[config.mk]
export PLATFORM = sky130hd
export DESIGN_NAME = riscv_lsu
export DESIGN_NICKNAME = d
export VERILOG_FILES = /design/src/rtl/riscv_lsu.sv
export SDC_FILE = /design/constraint.sdc
export NUM_CORES = 1
export LEC_CHECK = 0
export ABC_AREA = 1
export BUFFER_PORTS_ARGS = -buffer_cell sky130_fd_sc_hd__buf_2
export CAP_MARGIN = 20
export CORE_MARGIN = 1.5
export CORE_UTILIZATION = 57
export DETAILED_ROUTE_END_ITERATION = 6
export HOLD_SLACK_MARGIN = 0.15
export PLACE_DENSITY = 0.86
export SYNTH_ARGS = -nofsm -noshare
export SYNTH_HDL_FRONTEND = slang
export SYNTH_SLANG_ARGS = --single-unit
export TNS_END_PERCENT = 20
[constraint.sdc]
create_clock -name clk_i -period 4.1 [get_ports clk_i]
set_input_delay 0.41 -clock clk_i [delete_from_list [all_inputs] [get_ports clk_i]]
set_output_delay 0.41 -clock clk_i [all_outputs]
set_load 0.03 [all_outputs]
[src/rtl/riscv_lsu.sv]
// riscv_lsu: load/store unit turning decoder memory controls into a stalled, word-aligned data-memory access
// Ports: clk_i/arstn_i clock and async active-low reset; core_req_i/core_we_i/core_size_i/core_addr_i/core_wd_i
// access request from execute; core_rd_o extended load data (valid in DONE); core_stall_req_o pipeline hold;
// bus_err_o timeout pulse; misaligned_o misalignment pulse; mem_* word-aligned bus with byte enables.
// Optional: define LSU_MISALIGN_EN to trap misaligned H/HU/W accesses without touching memory.
module riscv_lsu #(
  parameter int MEM_TIMEOUT = 255
) (
  input  logic        clk_i,
  input  logic        arstn_i,
  input  logic        core_req_i,
  input  logic        core_we_i,
  input  logic [2:0]  core_size_i,
  input  logic [31:0] core_addr_i,
  input  logic [31:0] core_wd_i,
  output logic [31:0] core_rd_o,
  output logic        core_stall_req_o,
  output logic        bus_err_o,
  output logic        misaligned_o,
  output logic        mem_req_o,
  output logic        mem_we_o,
  output logic [3:0]  mem_be_o,
  output logic [31:0] mem_addr_o,
  output logic [31:0] mem_wd_o,
  input  logic [31:0] mem_rd_i,
  input  logic        mem_ready_i
);
  typedef enum logic [1:0] {IDLE, BUSY, DONE} state_t;
  state_t      state;
  logic        we_q;
  logic [2:0]  size_q;
  logic [31:0] addr_q, wd_q, cnt, rd_fmt, wd_fmt;
  logic [1:0]  a;
  logic [3:0]  be;
  logic [7:0]  rb;
  logic [15:0] rh;
  logic        is_b, is_h, mis_in;
  assign a = addr_q[1:0];
  // undefined size codes fall through to word handling
  always_comb begin
    is_b   = size_q == 3'd0 || size_q == 3'd4;
    is_h   = size_q == 3'd1 || size_q == 3'd5;
    be     = is_b ? 4'b0001 << a : is_h ? 4'b0011 << {a[1], 1'b0} : 4'b1111;
    rb     = mem_rd_i[8*a +: 8];
    rh     = a[1] ? mem_rd_i[31:16] : mem_rd_i[15:0];
    rd_fmt = size_q == 3'd0 ? {{24{rb[7]}}, rb} :
             size_q == 3'd4 ? {24'b0, rb} :
             size_q == 3'd1 ? {{16{rh[15]}}, rh} :
             size_q == 3'd5 ? {16'b0, rh} : mem_rd_i;
    wd_fmt = is_b ? {4{wd_q[7:0]}} : is_h ? {2{wd_q[15:0]}} : wd_q;
  end
`ifdef LSU_MISALIGN_EN
  logic in_b, in_h;
  assign in_b   = core_size_i == 3'd0 || core_size_i == 3'd4;
  assign in_h   = core_size_i == 3'd1 || core_size_i == 3'd5;
  assign mis_in = (in_h && core_addr_i[0]) || (!in_b && !in_h && |core_addr_i[1:0]);
`else
  assign mis_in = 1'b0;
`endif
  assign mem_req_o        = state == BUSY;
  assign mem_we_o         = state == BUSY && we_q;
  assign mem_be_o         = state == BUSY ? be : 4'b0000;
  assign mem_addr_o       = {addr_q[31:2], 2'b00};
  assign mem_wd_o         = wd_fmt;
  assign core_stall_req_o = state == IDLE ? core_req_i : state == BUSY;
  always_ff @(posedge clk_i or negedge arstn_i) begin
    if (!arstn_i) begin
      state        <= IDLE;
      we_q         <= 1'b0;
      size_q       <= 3'd0;
      addr_q       <= 32'd0;
      wd_q         <= 32'd0;
      cnt          <= 32'd0;
      core_rd_o    <= 32'd0;
      bus_err_o    <= 1'b0;
      misaligned_o <= 1'b0;
    end else begin
      case (state)
        IDLE: if (core_req_i) begin
          we_q   <= core_we_i;
          size_q <= core_size_i;
          addr_q <= core_addr_i;
          wd_q   <= core_wd_i;
          if (mis_in) begin
            state        <= DONE;
            misaligned_o <= 1'b1;
            core_rd_o    <= 32'd0;
          end else state <= BUSY;
        end
        BUSY: if (mem_ready_i) begin
          if (!we_q) core_rd_o <= rd_fmt;
          state <= DONE;
        end else if (MEM_TIMEOUT != 0 && cnt == 32'(MEM_TIMEOUT - 1)) begin
          state     <= DONE;
          core_rd_o <= 32'd0;
          bus_err_o <= 1'b1;
        end else cnt <= cnt + 32'd1;
        DONE: begin
          state        <= IDLE;
          cnt          <= 32'd0;
          bus_err_o    <= 1'b0;
          misaligned_o <= 1'b0;
        end
        default: state <= IDLE;
      endcase
    end
  end
endmodule

# Word-level counts from Yosys, hierarchy flattened
# Index checks and enable logic that the tools add are counted.
# totals
ff_bits	135
wordCells	60
# op_classes
addsub	1
eq_ne	12
shift	3
mux	24
n_reduce_logical	12
# ops
op	count
two-way mux 32 bit	11
case mux 32 bit (2 select lines)	1
adder 32 x 1 -> 32 bit, second input constant	1
equality test 32 x 8 -> 1 bit, second input constant	1
variable part select 32 x 6 -> 8 bit	1
two-way mux 16 bit	1
two-way mux 4 bit	3
AND reduction 3 bit	3
!= test 2 bit, second input constant	4
equality test 3 bit, second input constant	2
two-way mux 2 bit	3
case mux 2 bit (2 select lines)	1
AND reduction 2 bit	2
nonzero test 2 bit	2
left shift 1 x 2 -> 4 bit, first input constant	1
left shift 2 x 2 -> 4 bit, first input constant	1
equality test 3 x 1 -> 1 bit, second input constant	1
zero test 3 bit	1
two-way mux 1 bit	3
!= test 3 x 1 -> 1 bit, second input constant	1
equality test 2 x 1 -> 1 bit, second input constant	1
equality test 2 bit, second input constant	1
zero test 2 bit	1
logical OR 1 bit	2
other kinds (3)	3

# Logic depth before layout (Yosys ltp)
# Gate-level depths: netlist (run 1).
# depth
ltp_word	7
mapped_depth	12
ltp_nobuf	11

# Least setup slack after synthesis (run 1)
# OpenSTA, ideal clock, no wires.
# synth_timing
path_type	flip-flop to output port
startpoint	reg state[1]
endpoint	out mem_be_o[1]
arrival_time_ns	1.896
t_required_ns	3.690
path_slack_ns	1.794
path_stages_with_launch	6
path_buffers	1
path_cell_list	dfrtp_1 -> inv_1 -> ha_1 -> buf_2 -> inv_1 -> a211oi_1
# synth_between
elab_chain_len	2
# synth_lines
item	line_no	source
start, declared	29	state_t state;
start signal, assigned	68	state <= IDLE;
start signal, assigned	85	state <= DONE;
start signal, assigned	88	end else state <= BUSY;
equality test 2 x 1 -> 1 bit	n/a	
net mem_req_o	20	output logic mem_req_o,
two-way mux 4 bit	62	assign mem_be_o = state == BUSY ? be : 4'b0000;
end, declared	22	output logic [3:0] mem_be_o,
# The timed path passes the listed nets, and every way through them passes these cells.

# Final worst setup path (run 1)
# layout_timing
startpoint	reg size_q[1]
endpoint	out mem_be_o[3]
# layout_between
elab_chain_len	5
elab_cells_between_ends	9
cone_classes	3 x eq/ne; 3 x mux; 3 x reduce/logical
# layout_lines
item	line_no	source
start, declared	31	logic [2:0] size_q;
start signal, assigned	81	size_q <= core_size_i;
equality test 3 x 1 -> 1 bit / equality test 3 bit (equally long branches)	42	is_h = size_q == 3'd1 || size_q == 3'd5;
logical OR 1 bit	42	
two-way mux 4 bit	43	be = is_b ? 4'b0001 << a : is_h ? 4'b0011 << {a[1], 1'b0} : 4'b1111;
two-way mux 4 bit (*)	43	
two-way mux 4 bit (*)	62	
# Mark *: on every way between the ends. The rest lies on a longest branch, timed or not.

==> impl_results.md, run 1 <==
* CP arrival at 2330 ps
* Antenna viol nets, final at 0
* Sequential-to-total area share from yosys stat at 43.8%
* Vias in the first global route at 6,989
* All-Layer GR Usage at 29.4%
* Yosys top cell by area: dfrtp_1
* Max Slew Vio Count at 0
* Static leakage power at 4.87 nW
* Post-synth top area share at 43.8%
* Min cycle time layout at 2740 ps
* Setup TNS at 0 ps
* Post-Synth XOR/XNOR Area at 0.341%
* Yosys warning count at 0
* Worst min path class: in -> reg
* Synth Area in Simple Gates at 34.0%
* Via count at 7,543
* H-tree depth at 4
* Placed instance area at 0.00849 mm²
* Kind of critical path: reg -> out
* Status: complete, no violations
* DP HPWL at 14,500 µm
* I/O pin count at 209
* TritonCTS clock tree: yes
* Wire per inst at 13.9 µm
* DRC at 0
* Distinct cells, synth at 32
* Clock-pin slew on the worst setup and hold paths at 60 ps
* Commonest non-fill, non-tap cells in the layout: nand2_1 (503), buf_2 (204), dfrtp_1 (135)
* Post-CTS Resized at 0
* # clock sinks at 135
* RD Place Congestion at 0.939
* Slew @ Worst Pin at 977 ps
* Synthesized area per cell at 6.96 µm²
* Max-Cap Viols at 0
* First-pass GRT wire length at 33,100 µm
* Root buffer cell: clkbuf_16
* Area of the mapped netlist at 0.00771 mm²
* Total global routing overflow at 0
* Vias per cell at 5.21
* Final #Nets at 1,365
* Area grow syn2layout at 17.6%
* FP Rows at 42
* Mapped Cells at 1,107
* Final period util at 66.8%
* RSZ-0062 raised after global routing: no
* Post-Route Skew at 8.43 ps
* Most common cell after layout, fill and taps aside: nand2_1
* Max clock buf depth at 2
* Design area at 0.00907 mm²
* Slew Limit Headroom at 34.8%
* Layout cells sized above 1 at 21.8%
* Initial Util at 58.2%
* Mux share of post-synthesis cell area at 0%
* CTS Buf Count at 17
* DR pass1 iterations at 5
* Die Ht at 119 µm
* Peak VDD IR at 0.637 mV
* IO buf count at 205
* Fillers at 1,157
* FF-to-FF setup slack at 1760 ps
* Wirelength, routed at 20,200 µm
* Largest family of logic cells by synthesized area: simple AND/OR/NAND/NOR gates
* Compound-Gate Fraction of Synth Area at 10.7%
* Pwr dens at 816 mW/mm²
* CP startpoint kind: flop
* Die ar. at 0.0142 mm²
* Post-CTS setup buffers at 0
* Synth Area in Adders at 0.812%
* Top post-synthesis cells by area: dfrtp_1 (44%), nand2_1 (25%), o21ai_0 (5.0%)
* WP data required at 3690 ps
* Hold Vio Cnt, Final at 0
* Seq cells post-synth at 135
* CP Capture Type: output pin
* Worst-Skew Late Latency at 420 ps
* F_max at 365 MHz
* Final setup violation count at 0
* Largest net degree at the start of global routing at 109
* Worst-path fanout max at 20
* Core footprint at 0.0132 mm²
* Die X at 119 µm
* Drt initial violations at 661
* Initial antenna violation count at 2
state kept, by name, indices dropped and copies added, names as in the netlist:
name and cells:
addr_q 32, cnt 32, core_rd_o 32, wd_q 32
size_q 3, state 2, bus_err_o 1, we_q 1
per-layer routing:
metal	up-vias	GRT usage, %	wire [µm]
li1	3746	-	-
met1	3438	39.3	8590
met2	323	47.2	9630
met3	36	5.84	1500
met4	0	11.7	437
met5	-	0	0
synthesized netlist by cell type (all sizes together):
master    n
a211oi    1
buf      61
nand2   510
inv      70
o221ai    2
clkinv    1
o21ai   119
nand3    56
dfrtp   135
ha        5
conb      1
nand4     2
a21oi    14
xor2      3
nor2     78
clkbuf   23
or2      10
o211ai   11
o22ai     4
o31ai     1
metrics by stage:
step           hold WS, ps  std cells  util (%)  total power (W)  setup WS, ps
2_1_floorplan          114       1109         -          0.00519          1790
3_3_place_gp           452       1412      64.1          0.00587          1910
3_5_place_dp           453       1412      64.1          0.00593          1840
4_1_cts                163       1445      68.4          0.00740          1380
5_1_grt                181       1447      68.5          0.00789          1220
6_report               174       1447      68.5          0.00740          1360
cell type report:
| cell class | count | area (µm²) | area share (%) |
|---|---|---|---|
| Antenna cell | 2 | 5.00 | 0.0552 |
| Timing Repair Buffer | 212 | 1090 | 12.0 |
| Clock buffer | 20 | 457 | 5.04 |
| Clock inverter | 12 | 104 | 1.15 |
| Tap cell | 176 | 220 | 2.43 |
| Sequential cell | 135 | 3380 | 37.3 |
| Multi-Input combinational cell | 819 | 3550 | 39.1 |
| Inverter | 71 | 267 | 2.94 |
path summary, 6_finish.rpt:
path                          startpoint             to  depth (start not counted)
max in group asynchronous        arstn_i        cnt[31]                          3
min in group asynchronous        arstn_i     addr_q[11]                          2
min                         core_wd_i[0]        wd_q[0]                          3
min reg2reg                core_rd_o[16]  core_rd_o[16]                          2
max                            size_q[1]    mem_be_o[3]                          7
max reg2reg                    size_q[1]  core_rd_o[27]                          8
power breakdown:
part	switching (W)	internal [W]	leakage (nW)	total, W
logic	0.00274	0.00101	2.87	0.00376
registers	0.000376	0.00182	1.73	0.00220
clock network	0.000581	0.000861	0.272	0.00144
worst max-delay path: stages (launching register included):
cell     delay (ps)
dfrtp_1         740
inv_2           240
nand2_4         210
inv_2           160
nand2_1         120
nand2_1          80
a21oi_1         130
buf_2           210
what timing repair did:
item	CTS	global route
setup endpoints to repair	0	0
hold buffers	1	0
endpoints found under the hold margin	13	0
logic make-up (layout without fill, tap and decap cells):
group | count (synthesis) | after routing
buf+inv | 155 | 315
xor+xnor | 3 | 3
other cells | 1 | 5
simple gates | 656 | 656
flops | 135 | 135
fa+ha+maj | 5 | 5
compound gates | 152 | 152
(Power assumes the default switching activity.)
==> run 2: changes to the inputs <==
--- a/config.mk
+++ b/config.mk
@@ -9,10 +9,10 @@
 export BUFFER_PORTS_ARGS = -buffer_cell sky130_fd_sc_hd__buf_2
 export CAP_MARGIN = 20
 export CORE_MARGIN = 1.5
-export CORE_UTILIZATION = 57
+export CORE_UTILIZATION = 48
 export DETAILED_ROUTE_END_ITERATION = 6
 export HOLD_SLACK_MARGIN = 0.15
-export PLACE_DENSITY = 0.86
+export PLACE_DENSITY = 0.77
 export SYNTH_ARGS = -nofsm -noshare
 export SYNTH_HDL_FRONTEND = slang
 export SYNTH_SLANG_ARGS = --single-unit
==> constraint.sdc (replaced) <==
create_clock -name clk_i -period 2.5 [get_ports clk_i]
set_input_delay 0.25 -clock clk_i [delete_from_list [all_inputs] [get_ports clk_i]]
set_output_delay 0.25 -clock clk_i [all_outputs]
set_load 0.03 [all_outputs]
==> run 2 against run 1 <==
Against the previous run: setup slack worse by 1200 ps; clock power increased by 89%; sequential power up 64%; critical endpoint is now mem_wd_o[27]; clock-buffer cell count up 2.
==> impl_results.md, run 2 (same netlist as run 1, synthesis figures left out) <==
* Via count at 8,103
* Die Ht at 130 µm
* CP startpoint kind: flop
* Area grow syn2layout at 29.4%
* Wire per inst at 15.2 µm
* DP HPWL at 15,600 µm
* Peak VDD IR at 0.991 mV
* Slew @ Worst Pin at 600 ps
* Pwr dens at 1300 mW/mm²
* DRC at 0
* Post-CTS setup buffers at 0
* Core footprint at 0.0158 mm²
* DR pass1 iterations at 6
* Hold Vio Cnt, Final at 0
* Die ar. at 0.0168 mm²
* Status: complete, no violations
* Worst min path class: in -> reg
* Multi-input logic area at 0.00355 mm²
* Max clock buf depth at 2
* All-Layer GR Usage at 29.1%
* Root buffer cell: clkbuf_16
* Die X at 130 µm
* Kind of critical path: reg -> out
* F_max at 432 MHz
* Vias in the first global route at 7,753
* Setup TNS at 0 ps
* H-tree depth at 4
* Core Util, Final at 63.2%
* TritonCTS clock tree: yes
* Most common cell after layout, fill and taps aside: nand2_1
* Final setup violation count at 0
* Min cycle time layout at 2320 ps
* Wirelength, routed at 23,700 µm
* FP Rows at 46
* Register area at 0.00338 mm²
* RD Place Congestion at 0.932
* Switch Pwr at 0.00635 W
* I/O pin count at 209
* Switch share at 49.1%
* Max-Cap Viols at 0
* Placed instance area at 0.00863 mm²
* Gate power share at 51.1%
* Total global routing overflow at 0
* Clock power share at 21.0%
* Clock-pin slew on the worst setup and hold paths at 60 ps
* Worst-path fanout max at 25
* Initial Util at 48.9%
* Layout cells sized above 1 at 20.9%
* Largest net degree at the start of global routing at 64
* CP Capture Type: output pin
* Vias per cell at 5.20
* Fillers at 1,340
* Sequential power share at 27.8%
* Worst-Skew Late Latency at 420 ps
* Diode count at 0
* Slew Limit Headroom at 60.0%
* Static leakage power at 5.24 nW
* IO buf count at 205
* RSZ-0062 raised after global routing: no
* First-pass GRT wire length at 38,400 µm
* WP data required at 2250 ps
* # clock sinks at 135
* Antenna viol nets, final at 0
* Final #Nets at 1,439
* Commonest non-fill, non-tap cells in the layout: nand2_1 (503), buf_2 (204), dfrtp_1 (135)
* Final period util at 92.6%
* CTS Buf Count at 17
* Design area at 0.00997 mm²
* Drt initial violations at 632
* Max Slew Vio Count at 0
* Post-Route Skew at 11.4 ps
* Initial antenna violation count at 0
* Int Pwr at 0.00658 W
* CP arrival at 2070 ps
-- run 2: final cells by class --
cell class,count,share of cell area (%)
clock inverters,10,1.68
well taps,216,2.71
repair buffers,286,18.7
multi-input cells,819,35.6
clock buffers,22,4.76
flip-flops and latches,135,33.9
inverters,71,2.67
-- run 2: final timing paths --
kind                          startpoint       endpoint  slack, ps  depth (start not counted)
max                            size_q[0]   mem_wd_o[27]        180                          5
min                         mem_rd_i[20]   core_rd_o[4]        210                          5
max reg2reg                     state[1]       wd_q[21]        550                          7
min reg2reg                core_rd_o[21]  core_rd_o[21]        460                          2
max in group asynchronous        arstn_i        wd_q[4]       1320                          3
min in group asynchronous        arstn_i      addr_q[4]        400                          2
-- run 2: metrics by stage --
| stage | setup WS (ps) | hold slack, ps | std cells | power, W |
|---|---|---|---|---|
| finish | 185 | 210 | 1559 | 0.0129 |
| global route | 95.0 | 266 | 1559 | 0.0137 |
| CTS | 166 | 197 | 1559 | 0.0127 |
| floorplan | 354 | -45.6 | 1109 | 0.00852 |
| global placement | 655 | 274 | 1457 | 0.00980 |
| detailed placement | 573 | 281 | 1457 | 0.00991 |
-- run 2: per-layer routing --
layer | share of wire, % | track usage (%) | vias up
li1 | - | - | 3892
met4 | 3.5 | 13.9 | 0
met1 | 41 | 37.6 | 3655
met5 | 0 | 0 | -
met2 | 47 | 46.1 | 466
met3 | 8.7 | 7.13 | 90
-- run 2: worst max-delay path, cell delays in order, from the launching register on --
cell	delay, ps
dfrtp_1	420
nor2_2	280
buf_4	350
nand2_1	150
o211ai_1	170
buf_2	250
-- run 2: power by group through the flow --
| stage | clock network, W | logic (W) | registers [W] |
|---|---|---|---|
| after detailed placement | 0 | 0.00634 | 0.00357 |
| after floorplan | 0 | 0.00465 | 0.00387 |
| after global routing | 0.00285 | 0.00719 | 0.00368 |
| final | 0.00272 | 0.00661 | 0.00360 |
| after global placement | 0 | 0.00622 | 0.00358 |
| after CTS | 0.00274 | 0.00643 | 0.00356 |
-- run 2: repair_timing --
item	CTS	global route
resized for setup	0	0
hold endpoints to repair	129	0
hold buffers	70	0
